**src/rtl/alu_defs_pkg.sv**
```systemverilog
// rtl/alu_defs_pkg.sv - opcode constants shared by the ALU, its UART front end and benches
package alu_defs_pkg;

    localparam int NB_OP = 6;

    localparam logic [NB_OP-1:0] OP_ADD = 6'b100000;
    localparam logic [NB_OP-1:0] OP_SUB = 6'b100010;
    localparam logic [NB_OP-1:0] OP_AND = 6'b100100;
    localparam logic [NB_OP-1:0] OP_OR  = 6'b100101;
    localparam logic [NB_OP-1:0] OP_XOR = 6'b100110;
    localparam logic [NB_OP-1:0] OP_NOR = 6'b100111;
    localparam logic [NB_OP-1:0] OP_SRA = 6'b000011;
    localparam logic [NB_OP-1:0] OP_SRL = 6'b000010;

    function automatic logic is_supported(input logic [NB_OP-1:0] op);
        case (op)
            OP_ADD, OP_SUB, OP_AND, OP_OR,
            OP_XOR, OP_NOR, OP_SRA, OP_SRL: is_supported = 1'b1;
            default:                        is_supported = 1'b0;
        endcase
    endfunction

endpackage

```
**src/rtl/uart_alu_interface.sv**
```systemverilog
// rtl/uart_alu_interface.sv - gathers A, B, opcode bytes from the UART receiver and hands the ALU result to the transmitter
module uart_alu_interface #(
    parameter int DBIT  = 8,
    parameter int NB_OP = alu_defs_pkg::NB_OP
) (
    input  logic             i_clk,
    input  logic             i_reset,
    input  logic             i_rx_done,
    input  logic [DBIT-1:0]  i_rx_data,
    input  logic [DBIT-1:0]  i_alu_result,
    input  logic             i_tx_done,
    output logic [DBIT-1:0]  o_data_a,
    output logic [DBIT-1:0]  o_data_b,
    output logic [NB_OP-1:0] o_opcode,
    output logic             o_tx_start,
    output logic [DBIT-1:0]  o_tx_data,
    output logic             o_busy,
    output logic             o_err_opcode
);
    import alu_defs_pkg::*;

    typedef enum logic [2:0] {
        WAIT_A  = 3'd0,
        WAIT_B  = 3'd1,
        WAIT_OP = 3'd2,
        SEND    = 3'd3,
        WAIT_TX = 3'd4
    } state_t;

    state_t           state_q, state_d;
    logic [DBIT-1:0]  data_a_q, data_a_d;
    logic [DBIT-1:0]  data_b_q, data_b_d;
    logic [NB_OP-1:0] opcode_q, opcode_d;
    logic [DBIT-1:0]  tx_data_q, tx_data_d;
    logic             tx_start_q, tx_start_d;
    logic             err_q, err_d;
    logic             rx_done_q;
    logic             byte_stb;

    // One strobe per rising edge of rx_done, however long the level is held.
    assign byte_stb = i_rx_done & ~rx_done_q;

    always_comb begin
        state_d    = state_q;
        data_a_d   = data_a_q;
        data_b_d   = data_b_q;
        opcode_d   = opcode_q;
        tx_data_d  = tx_data_q;
        tx_start_d = 1'b0;
        err_d      = 1'b0;

        case (state_q)
            WAIT_A: begin
                if (byte_stb) begin
                    data_a_d = i_rx_data;
                    state_d  = WAIT_B;
                end
            end
            WAIT_B: begin
                if (byte_stb) begin
                    data_b_d = i_rx_data;
                    state_d  = WAIT_OP;
                end
            end
            WAIT_OP: begin
                if (byte_stb) begin
                    if (is_supported(i_rx_data[NB_OP-1:0])) begin
                        opcode_d = i_rx_data[NB_OP-1:0];
                        state_d  = SEND;
                    end else begin
                        err_d   = 1'b1;
                        state_d = WAIT_A;
                    end
                end
            end
            SEND: begin
                tx_data_d  = i_alu_result;
                tx_start_d = 1'b1;
                state_d    = WAIT_TX;
            end
            WAIT_TX: begin
                // Bytes arriving here are dropped, even alongside tx_done.
                if (i_tx_done) begin
                    state_d = WAIT_A;
                end
            end
            default: state_d = WAIT_A;
        endcase
    end

    always_ff @(posedge i_clk or posedge i_reset) begin
        if (i_reset) begin
            state_q    <= WAIT_A;
            data_a_q   <= '0;
            data_b_q   <= '0;
            opcode_q   <= '0;
            tx_data_q  <= '0;
            tx_start_q <= 1'b0;
            err_q      <= 1'b0;
            rx_done_q  <= 1'b0;
        end else begin
            state_q    <= state_d;
            data_a_q   <= data_a_d;
            data_b_q   <= data_b_d;
            opcode_q   <= opcode_d;
            tx_data_q  <= tx_data_d;
            tx_start_q <= tx_start_d;
            err_q      <= err_d;
            rx_done_q  <= i_rx_done;
        end
    end

    assign o_data_a     = data_a_q;
    assign o_data_b     = data_b_q;
    assign o_opcode     = opcode_q;
    assign o_tx_data    = tx_data_q;
    assign o_tx_start   = tx_start_q;
    assign o_err_opcode = err_q;
    assign o_busy       = (state_q == SEND) | (state_q == WAIT_TX);

endmodule

```
**config.mk**
```make
export PLATFORM = sky130hd
export DESIGN_NAME = uart_alu_interface
export DESIGN_NICKNAME = d
export VERILOG_FILES = /design/src/rtl/alu_defs_pkg.sv /design/src/rtl/uart_alu_interface.sv
export SDC_FILE = /design/constraint.sdc
export NUM_CORES = 1
export LEC_CHECK = 0
export ABC_AREA = 1
export BUFFER_PORTS_ARGS = -buffer_cell sky130_fd_sc_hd__buf_2
export CAP_MARGIN = 5
export CORE_MARGIN = 8
export CORE_UTILIZATION = 49
export DETAILED_ROUTE_END_ITERATION = 7
export HOLD_SLACK_MARGIN = 0.12
export PLACE_DENSITY_LB_ADDON = 0.05
export SETUP_SLACK_MARGIN = 0.1
export SLEW_MARGIN = 5
export SYNTH_ARGS = -nofsm -noshare
export SYNTH_HDL_FRONTEND = slang
export SYNTH_SLANG_ARGS = --single-unit
```
**constraint.sdc**
```tcl
create_clock -name i_clk -period 1.3 [get_ports i_clk]
set_input_delay 0.26 -clock i_clk [delete_from_list [all_inputs] [get_ports i_clk]]
set_output_delay 0.26 -clock i_clk [all_outputs]
set_load 0.05 [all_outputs]
```
==> results of run 1 <==
==> synthesized netlist by cell type <==
library cell   n  area share, %
nor2_4         1           0.73
nor3_4         1            1.0
nand2_1       63             15
a21oi_1        1           0.32
nand4_1        1           0.40
nor3_1         1           0.32
nand2_4        1           0.73
nand3_1        7            2.3
clkinv_1       1           0.24
dfrtp_1       36             58
inv_2          1           0.24
nand2_2        2           0.81
o21ai_2       17            9.6
nor2_2         2           0.81
nor2_1         6            1.5
nand3_2        1           0.64
o21ai_0        1           0.32
inv_1         21            5.1
buf_2          1           0.32
buf_6          2            1.5
==> metal layers <==
metal	track usage [%]	part of all wire, %
met5	0	0
met4	9.52	2.5
met3	5.65	6.2
met2	25.3	51
met1	18.5	40
==> stage by stage <==
stage / util [%] / setup TNS (ns) / cells / setup slack, ns
floorplan: - / 0 / 167 / 0.120
CTS: 76.6 / -0.130 / 292 / -0.122
global route: 86.8 / -2.62 / 309 / -0.217
finish: 86.8 / -1.27 / 309 / -0.164
global placement: 63.6 / 0 / 267 / 0.00862
detailed placement: 63.6 / -0.363 / 267 / -0.0651
==> registers in the layout, summed over array words and instances, names as in the netlist <==
signal and flops:
o_tx_data 8, o_tx_start 1, o_err_opcode 1, state_q 3
rx_done_q 1, o_opcode 6, o_data_a 8, o_data_b 8
==> worst paths after layout <==
kind / start / endpoint / slack, ns / depth (start not counted)
worst max-delay path: state_q[0] / o_busy / -0.16 / 4
min in group asynchronous: i_reset / o_data_b[0] / 0.55 / 4
worst max register to register: state_q[2] / o_data_b[4] / -0.10 / 6
worst min register to register: o_opcode[3] / o_opcode[3] / 0.52 / 2
max in group asynchronous: i_reset / state_q[0] / 0.41 / 4
worst min-delay path: i_rx_data[1] / o_opcode[1] / 0.18 / 3
==> report_power, final <==
group	total, mW	internal (mW)	leakage, nW	switching (mW)
registers	2.01	1.59	0.447	0.417
logic	4.53	1.82	0.928	2.71
clock network	0.677	0.307	0.0374	0.371
==> cell type report <==
type	instances	area share (%)
tap	44	2.09
timing repair inverter	1	0.190
timing repair buffer	93	32.2
sequential	36	34.4
clock buffer	7	2.48
multi-input combinational	105	25.2
inverter	23	3.47
==> cells by family (layout without fill, tap and decap cells) <==
| group | count (synthesis) | after routing | synth area share, % |
|---|---|---|---|
| buf+inv | 26 | 124 | 7.33 |
| simple gates | 86 | 86 | 24.4 |
| compound gates | 19 | 19 | 10.2 |
| flops | 36 | 36 | 58.0 |
==> worst reg2reg max path, cell delays in order, from the launching register on <==
cell and delay (ns):
dfrtp_2 0.47, buf_4 0.17, nor3_4 0.24, nand2_2 0.13
buf_12 0.17, nand2_2 0.07, o21ai_2 0.05
==> timing repair <==
| action | CTS | global route |
|---|---|---|
| hold buffers | 9 | 1 |
| hold endpoints to repair | 44 | 1 |
| gates resized for setup | 65 | 46 |
| buffers inserted | 9 | 17 |
| setup endpoints to repair | 65 | 65 |
| pin swaps | 4 | 4 |
| gates cloned | 0 | 2 |
==> cells in the final DEF (no fill, tap or decap) <==
master / n
clkinv_2: 1
nand2_4: 4
nor2_4: 2
nand4_1: 1
buf_6: 32
buf_2: 19
buf_8: 1
dlygate4sd3_1: 10
o21ai_2: 16
nand2_1: 42
a21oi_1: 1
dfrtp_1: 33
clkbuf_8: 2
nand3_1: 4
o21ai_0: 1
dfrtp_2: 3
nor3_4: 2
inv_1: 17
nor2_2: 2
o21ai_4: 1
clkbuf_4: 5
nand3_4: 2
nand3_2: 2
inv_2: 5
inv_6: 1
nand2_2: 20
buf_12: 2
nor2_1: 5
clkbuf_16: 1
buf_4: 28
==> summary.txt, run 1 <==
Outcome
  • Status: complete, but fails checks
  • Failing checks: setup timing

Synthesis
  • Syn_area_per_cell: 9.30 um2
  • Cell area after synthesis: 0.00155 mm2
  • Post-synthesis sequential area ratio: 58.0%
  • YS warnings: 0
  • Yosys reg bits: 36
  • Synth unique cells: 20
  • Syn Nets: about 190
  • Mapped Cells: 167

Worst setup path
  • WS Path Type: flop to output port
  • Critical path arrival: 1.20 ns
  • CP Buf/Inv Count: 2
  • Worst Path Required: about 1.0 ns
  • Critical-path top delay cell: dfrtp_2
  • Crit Path Max Fanout: 3
  • Crit path capture type: output port
  • Crit start category: flop
  • Max incr delay on CP: 0.46 ns
  • CP cell instances: inv_2 > nand3_4 > nand2_4 > buf_8
  • CP top delay family: flip-flops

Global route
  • Global-route wire length before repair: 6500 um
  • Largest net degree at the start of global routing: 37
  • Initial antenna violation count: 0
  • Global Route Usage Sum: 16.1%
  • GR Overflow Total: 0
  • Number of global-route vias before repair: 1446

Placed design
  • RePlAce Congestion: 0.748
  • Post-DP HPWL: 2580 um
  • Placed inst area: 0.00193 mm2
  • Port Buffer Count: 52

Floorplan
  • Core Area: 0.00303 mm2
  • Die H: between 70 and 80 um
  • # rows: 20
  • Starting Density: 51.3%
  • Die area: 0.00523 mm2
  • Number of placed I/O pins: between 50 and 60
  • Die Wd: 72.3 um

Final layout
  • Final nets: approximately 290
  • Layout cells sized above 1: roughly 57%
  • Inserted Diodes: 0
  • Final instance area: 0.00263 mm2
  • Area grow syn2layout: 69.3%
  • Area of the multi-input gates: 662 um2
  • FF/Latch Area: a little over 900 um2
  • FILL cells: roughly 140

Timing
  • Final setup viols: 15
  • Max Slew Vio Count: 0
  • Final period utilization: 113%
  • Worst Clk Skew: 0.00920 ns
  • Hold Fails Final Rpt: 0
  • Min cycle time layout: 1.46 ns
  • Achievable Freq: 683 MHz
  • Worst setup margin: -0.164 ns
  • RSZ-0062 raised after global routing: true
  • Worst-Margin Slew: approximately 0.46 ns
  • Worst slew margin: 69.4%
  • Final hold slack: 0.179 ns

Clocking
  • Clk sink count: 36
  • Clk buf depth: 2
  • Clock latency on the worst-skew pair: approximately 0.34 ns
  • Number of buffers created by CTS: 5
  • CTS tree: done
  • Clock transition at path regs: 0.11 ns
  • Htree depth: 2
  • Root Buffer: clkbuf_4

Drt
  • Initial DRT Pass Iterations: 4
  • DRT antenna net count: 0
  • 1st-iter DRT viols: between 90 and 100
  • DRC: 0
  • Via count: 1454
  • Avg WL per Cell: 14.5 um
  • Vias/cell: about 4.7
  • WL final: 4470 um

Job
  • Max Cap Viol: 0

Power and ir drop
  • Static Leak: 1.41 nW
  • PD cells: roughly 2700 mW/mm2
  • Tot Pwr: ~7.2 mW
  • Max VDD drop: 1.77 mV

Hold path
  • Tightest Hold Check Type: primary input to flop
No activity file was read; power rests on OpenSTA's default activity.
==> run 2: changes to the inputs <==
CORE_MARGIN = not set   (was 8)
CTS_CLUSTER_SIZE = 16   (was not set)
==> run 2 against run 1 <==
Compared with the run above: the run still ends with setup timing left; die area is 35% lower; flip-flop and latch count stayed put; clock skew is 0.0044 ns lower; final area is 6.1% lower; sequential share of layout area is 2.3 points higher; via count is 5.0% lower; first-iteration DRC count is 23% lower; non-clock buffer count is 11 lower; largest power group unchanged; fmax is 4.3% higher; global-route usage is 5.5 points higher; highest routed layer unchanged.
==> summary.txt, run 2 (synthesis gave the netlist of run 1 again) <==
Floorplan
  • Die Wd: about 58 um
  • Die H: 58.3 um
  • Die area: between 0.003 and 0.004 mm2
  • Starting Density: roughly half
  • Number of placed I/O pins: 53
  • # rows: 20
  • Core Area: 0.00303 mm2

Global route
  • Largest net degree at the start of global routing: 37
  • Initial antenna violation count: 0
  • Global-route wire length before repair: ~5400 um
  • Number of global-route vias before repair: 1237
  • GR Overflow Total: 0
  • Global Route Usage Sum: 21.6%

Drt
  • 1st-iter DRT viols: 74
  • Avg WL per Cell: 12.4 um
  • Vias/cell: 4.65
  • DRT antenna net count: 0
  • Via count: around 1.4k
  • WL final: roughly 3700 um
  • DRC: 0
  • Initial DRT Pass Iterations: 4

Placed design
  • Placed inst area: 0.00193 mm2
  • Post-DP HPWL: 2270 um
  • RePlAce Congestion: between 0.7 and 0.8
  • Pre-CTS setup slack: -0.0607 ns
  • Port Buffer Count: 52

Worst setup path
  • Crit path capture type: flop
  • WS Path Type: flop to flop
  • Flop-to-flop setup slack: -0.10 ns
  • Max incr delay on CP: 0.44 ns
  • Worst Path Required: 1.53 ns
  • Crit Path Max Fanout: 8
  • Worst r2r src: state_q[2]
  • Crit start category: flop
  • Critical R2R Capture: o_data_a[7]
  • Reg2Reg Depth: 7
  • Critical path arrival: 1.63 ns
  • Critical-path top delay cell: dfrtp_2
  • CP cell instances: buf_4 > nor2_4 > buf_6 > nand3_4 > buf_12 > nand2_1 > o21ai_2

Timing
  • Final period utilization: 108%
  • Final hold slack: 0.135 ns
  • Min cycle time layout: 1.40 ns
  • RSZ-0062 raised after global routing: true
  • Worst-Margin Slew: 0.450 ns
  • Achievable Freq: approximately 710 MHz
  • Worst setup margin: -0.104 ns
  • Final setup viols: 17
  • Worst slew margin: 70.0%
  • Worst Clk Skew: approximately 0.0048 ns
  • Max Slew Vio Count: 0
  • Hold Fails Final Rpt: 0

Hold path
  • HP Start: i_alu_result[7]
  • WHS Path Cells: 3
  • Tightest Hold Check Type: primary input to flop
  • Hold EP: o_tx_data[7]

Power and ir drop
  • Clock share of power: 9.6%
  • Sequential power share: 28.8%
  • Max VDD drop: 1.64 mV
  • Internal power: 3.54 mW
  • Static Leak: 1.34 nW
  • Tot Pwr: 6.85 mW
  • Sw Ratio: 48.3%
  • PD cells: between 2000 and 3000 mW/mm2
  • NetSw: 3.31 mW
  • Combinational power share: between 60% and 70%

Job
  • Max Cap Viol: 0

Final layout
  • Final instance area: 0.00247 mm2
  • FILL cells: about 200
  • Area grow syn2layout: 58.9%
  • Layout cells sized above 1: 51.0%
  • Most frequent cells in the layout: 53 x nand2_1, 33 x dfrtp_1, 30 x buf_6
  • Most common cell after layout, fill and taps aside: nand2_1
  • Final nets: between 200 and 300
  • Inserted Diodes: 0

Clocking
  • Clk sink count: 36
  • Clock transition at path regs: around 0.10 ns
  • Clock latency on the worst-skew pair: 0.33 ns
  • Htree depth: 2
  • Clk buf depth: 2
  • Number of buffers created by CTS: 5
  • Root Buffer: clkbuf_4
  • CTS tree: done

Outcome
  • Failing checks: setup timing
  • Status: complete, but fails checks
[run 2: cell types whose count changed in the layout (fill, tap and decap cells not counted), sizes merged]
cell / delta
buf: -8
dlygate4sd3: -3
inv: -1
[run 2: per-layer routing]
layer  share of wire (%)  up-vias  wire, um  GRT usage, %
li1                    -      686         -             -
met1                  44      653      1610          26.8
met2                  51       37      1870          35.5
met3                 3.7        5       137          4.62
met4                 1.4        0        52          11.6
met5                   0        -         0             0
[run 2: cell type report]
| cell class | count | area, um2 | area share, % |
|---|---|---|---|
| Clock buffer | 7 | 65.1 | 2.64 |
| Sequential cell | 36 | 905 | 36.7 |
| Tap cell | 44 | 55.1 | 2.23 |
| Inverter | 23 | 91.3 | 3.70 |
| Timing Repair Buffer | 82 | 748 | 30.3 |
| Multi-Input combinational cell | 105 | 603 | 24.4 |
[run 2: critical path, delay by kind of cell (launching register included)]
kind	cells	cell delay, ns
simple gates	3	0.34
compound gates	1	0.06
buf+inv	3	0.46
flops	1	0.44
[run 2: how the worst max path moves through the flow]
stage               start           end  cells past startpoint
2_1_floorplan  state_q[2]   o_data_a[1]                      5
3_3_place_gp   state_q[2]  o_tx_data[3]                      6
3_5_place_dp   state_q[2]  o_tx_data[5]                      6
4_1_cts        state_q[0]        o_busy                      4
5_1_grt        state_q[1]        o_busy                      4
6_report       state_q[2]   o_data_a[7]                      7
[run 2: what timing repair did]
action                                 4_1_cts  5_1_grt
endpoints found under the hold margin       41        1
pin swaps                                    4        4
setup endpoints to repair                   65       62
gates cloned                                 0        1
resized for setup                           56       36
buffers inserted                             6        9
hold buffers                                 6        1
[run 2: metrics by stage]
step,setup TNS [ns],std cells,utilization [%]
floorplan,0,167,-
global placement,0,267,63.6
detailed placement,-0.385,267,63.6
CTS,-0.221,286,73.9
global route,-2.01,297,81.5
finish,-0.876,297,81.5
[run 2: power by group through the flow]
stage               sequential, mW  combinational (mW)  clock, mW
CTS                           1.90                3.70      0.672
floorplan                     3.37               0.920          0
global placement              1.86                3.10          0
detailed placement            1.89                3.15          0
global route                  2.02                4.45      0.713
finish                        1.97                4.22      0.654
==> run 3: changes to the inputs <==
CORE_UTILIZATION = 51   (was 49)
CTS_BUF_LIST = sky130_fd_sc_hd__clkbuf_8   (was not set)
==> run 3 against run 2 <==
Compared with the run above: the flow finishes with violations (DRC, setup timing); non-clock buffer count is 13 lower; clock-buffer cell count is 1 lower; register-to-register slack better by 0.07 ns; total power is 4.5% lower; clock power is 22% higher; via count is 2.0% lower; die area is 3.8% lower; first-iteration DRC count is 2.7% higher; sequential share of layout area is 2.9 points higher; largest power group unchanged.
==> summary.txt, run 3 (synthesis gave the netlist of run 1 again) <==
Clocking
  • Root Buffer: clkbuf_8
  • Htree depth: 2
  • Clk buf depth: 2
  • CTS tree: done
  • Clock transition at path regs: 0.07 ns
  • Clk sink count: 36
  • Number of buffers created by CTS: 5
  • Clock latency on the worst-skew pair: 0.28 ns

Hold path
  • Tightest Hold Check Type: primary input to flop
  • HP Start: i_alu_result[5]

Floorplan
  • Die H: approximately 57 um
  • Core Area: 0.00283 mm2
  • Die area: 0.00327 mm2
  • Number of placed I/O pins: 53
  • # rows: 19
  • Starting Density: 54.9%
  • Die Wd: 57.2 um

Worst setup path
  • Max incr delay on CP: 0.44 ns
  • Critical-path top delay cell: dfrtp_2
  • Worst Path Required: between 1 and 1.5 ns
  • Critical Path Source: state_q[0]
  • WS Path Type: flop to output port
  • Worst r2r src: state_q[0]
  • Critical path arrival: 1.10 ns
  • Crit Path Max Fanout: 4
  • Crit path capture type: output port
  • CP cell instances: inv_2 > nand3_4 > nand2_4 > buf_8
  • Crit start category: flop
  • CP top delay family: flip-flops
  • CP Buf/Inv Count: 2

Outcome
  • Status: complete, but fails checks
  • Failing checks: DRC, setup timing

Drt
  • Initial DRT Pass Iterations: 6
  • DRC: 6
  • Via count: about 1.4k
  • 1st-iter DRT viols: 76
  • Vias/cell: 4.97
  • DRT antenna net count: 0
  • Avg WL per Cell: 13.3 um
  • WL final: 3630 um

Global route
  • Initial antenna violation count: 0
  • GR Overflow Total: 0
  • Largest net degree at the start of global routing: 37
  • Global Route Usage Sum: 22.8%
  • Number of global-route vias before repair: 1267
  • Global-route wire length before repair: 5670 um

Final layout
  • Most frequent cells in the layout: 42 x nand2_1, 37 x buf_2, 33 x dfrtp_1
  • Final instance area: 0.00229 mm2
  • Area of the multi-input gates: 676 um2
  • Layout cells sized above 1: ~55%
  • FILL cells: 188
  • Final nets: 260
  • Area grow syn2layout: 47.4%
  • Most common cell after layout, fill and taps aside: nand2_1
  • Inserted Diodes: 0
  • FF/Latch Area: 905 um2

Power and ir drop
  • Tot Pwr: approximately 6.5 mW
  • Static Leak: 1.27 nW
  • PD cells: 2860 mW/mm2
  • Max VDD drop: 1.94 mV

Timing
  • Worst Clk Skew: 0.00973 ns
  • RSZ-0062 raised after global routing: true
  • Worst setup margin: -0.0565 ns
  • Final setup viols: 15
  • Worst slew margin: 70.7%
  • Max Slew Vio Count: 0
  • Final period utilization: 104%
  • Worst-Margin Slew: 0.440 ns
  • Final TNS setup: -0.403 ns
  • Min cycle time layout: 1.36 ns
  • Hold Fails Final Rpt: 0
  • Achievable Freq: 737 MHz

Placed design
  • RePlAce Congestion: ~0.79
  • Post-DP HPWL: 2270 um
  • Placed inst area: 0.00191 mm2
  • Port Buffer Count: 52

Job
  • Max Cap Viol: 0
==> run 3: metal layers <==
layer  vias to the layer above  GRT usage [%]  wire (um)
met5                         -              0          0
met4                         0           8.71         29
met3                         4           5.67        169
met2                        41           35.1       1850
met1                       648           31.5       1580
li1                        660              -          -
==> run 3: final timing paths <==
kind,to,slack (ns),depth (start not counted)
max in group asynchronous,state_q[0],0.35,4
hold reg to reg,o_opcode[0],0.48,2
setup / recovery,o_busy,-0.06,4
hold / removal,o_tx_data[5],0.17,3
min in group asynchronous,o_data_b[1],0.61,4
setup reg to reg,o_data_b[4],-0.03,7
==> run 3: timing repair <==
item / in CTS / in global routing
resized for setup: 32 / 38
setup buffers: 7 / 0
hold buffers: 2 / 0
endpoints found under the setup margin: 31 / 42
pin swaps: 3 / 4
cloned: 0 / 1
hold endpoints to repair: 37 / 0
==> run 3: power by group <==
| part | internal [mW] | switching (mW) |
|---|---|---|
| combinational | 1.19 | 2.58 |
| clock | 0.422 | 0.376 |
| sequential | 1.60 | 0.374 |
==> run 3: area by class of cell <==
| cell class | count | share of cell area (%) |
|---|---|---|
| inverters | 23 | 3.83 |
| multi-input cells | 105 | 29.5 |
| flip-flops and latches | 36 | 39.5 |
| repair buffers | 69 | 21.3 |
| clock buffers | 6 | 3.61 |
| well taps | 31 | 1.69 |
| clock inverters | 2 | 0.492 |
==> run 3: worst reg2reg max path, stage by stage, from the launching register on <==
cell and delay, ns:
dfrtp_2 0.41, inv_2 0.07, buf_6 0.12, nor3_4 0.21, nand2_2 0.13, buf_12 0.18
nand2_4 0.06, o21ai_2 0.05
==> run 3: metrics by stage <==
step / setup WS, ns / cells / hold slack, ns / util (%)
3_5_place_dp: -0.0466 / 254 / 0.380 / 67.5
2_1_floorplan: 0.120 / 167 / 0.291 / -
5_1_grt: -0.113 / 272 / 0.172 / 80.9
4_1_cts: -0.0472 / 271 / 0.166 / 76.2
3_3_place_gp: 0.00824 / 254 / 0.375 / 67.5
6_report: -0.0565 / 272 / 0.168 / 80.9
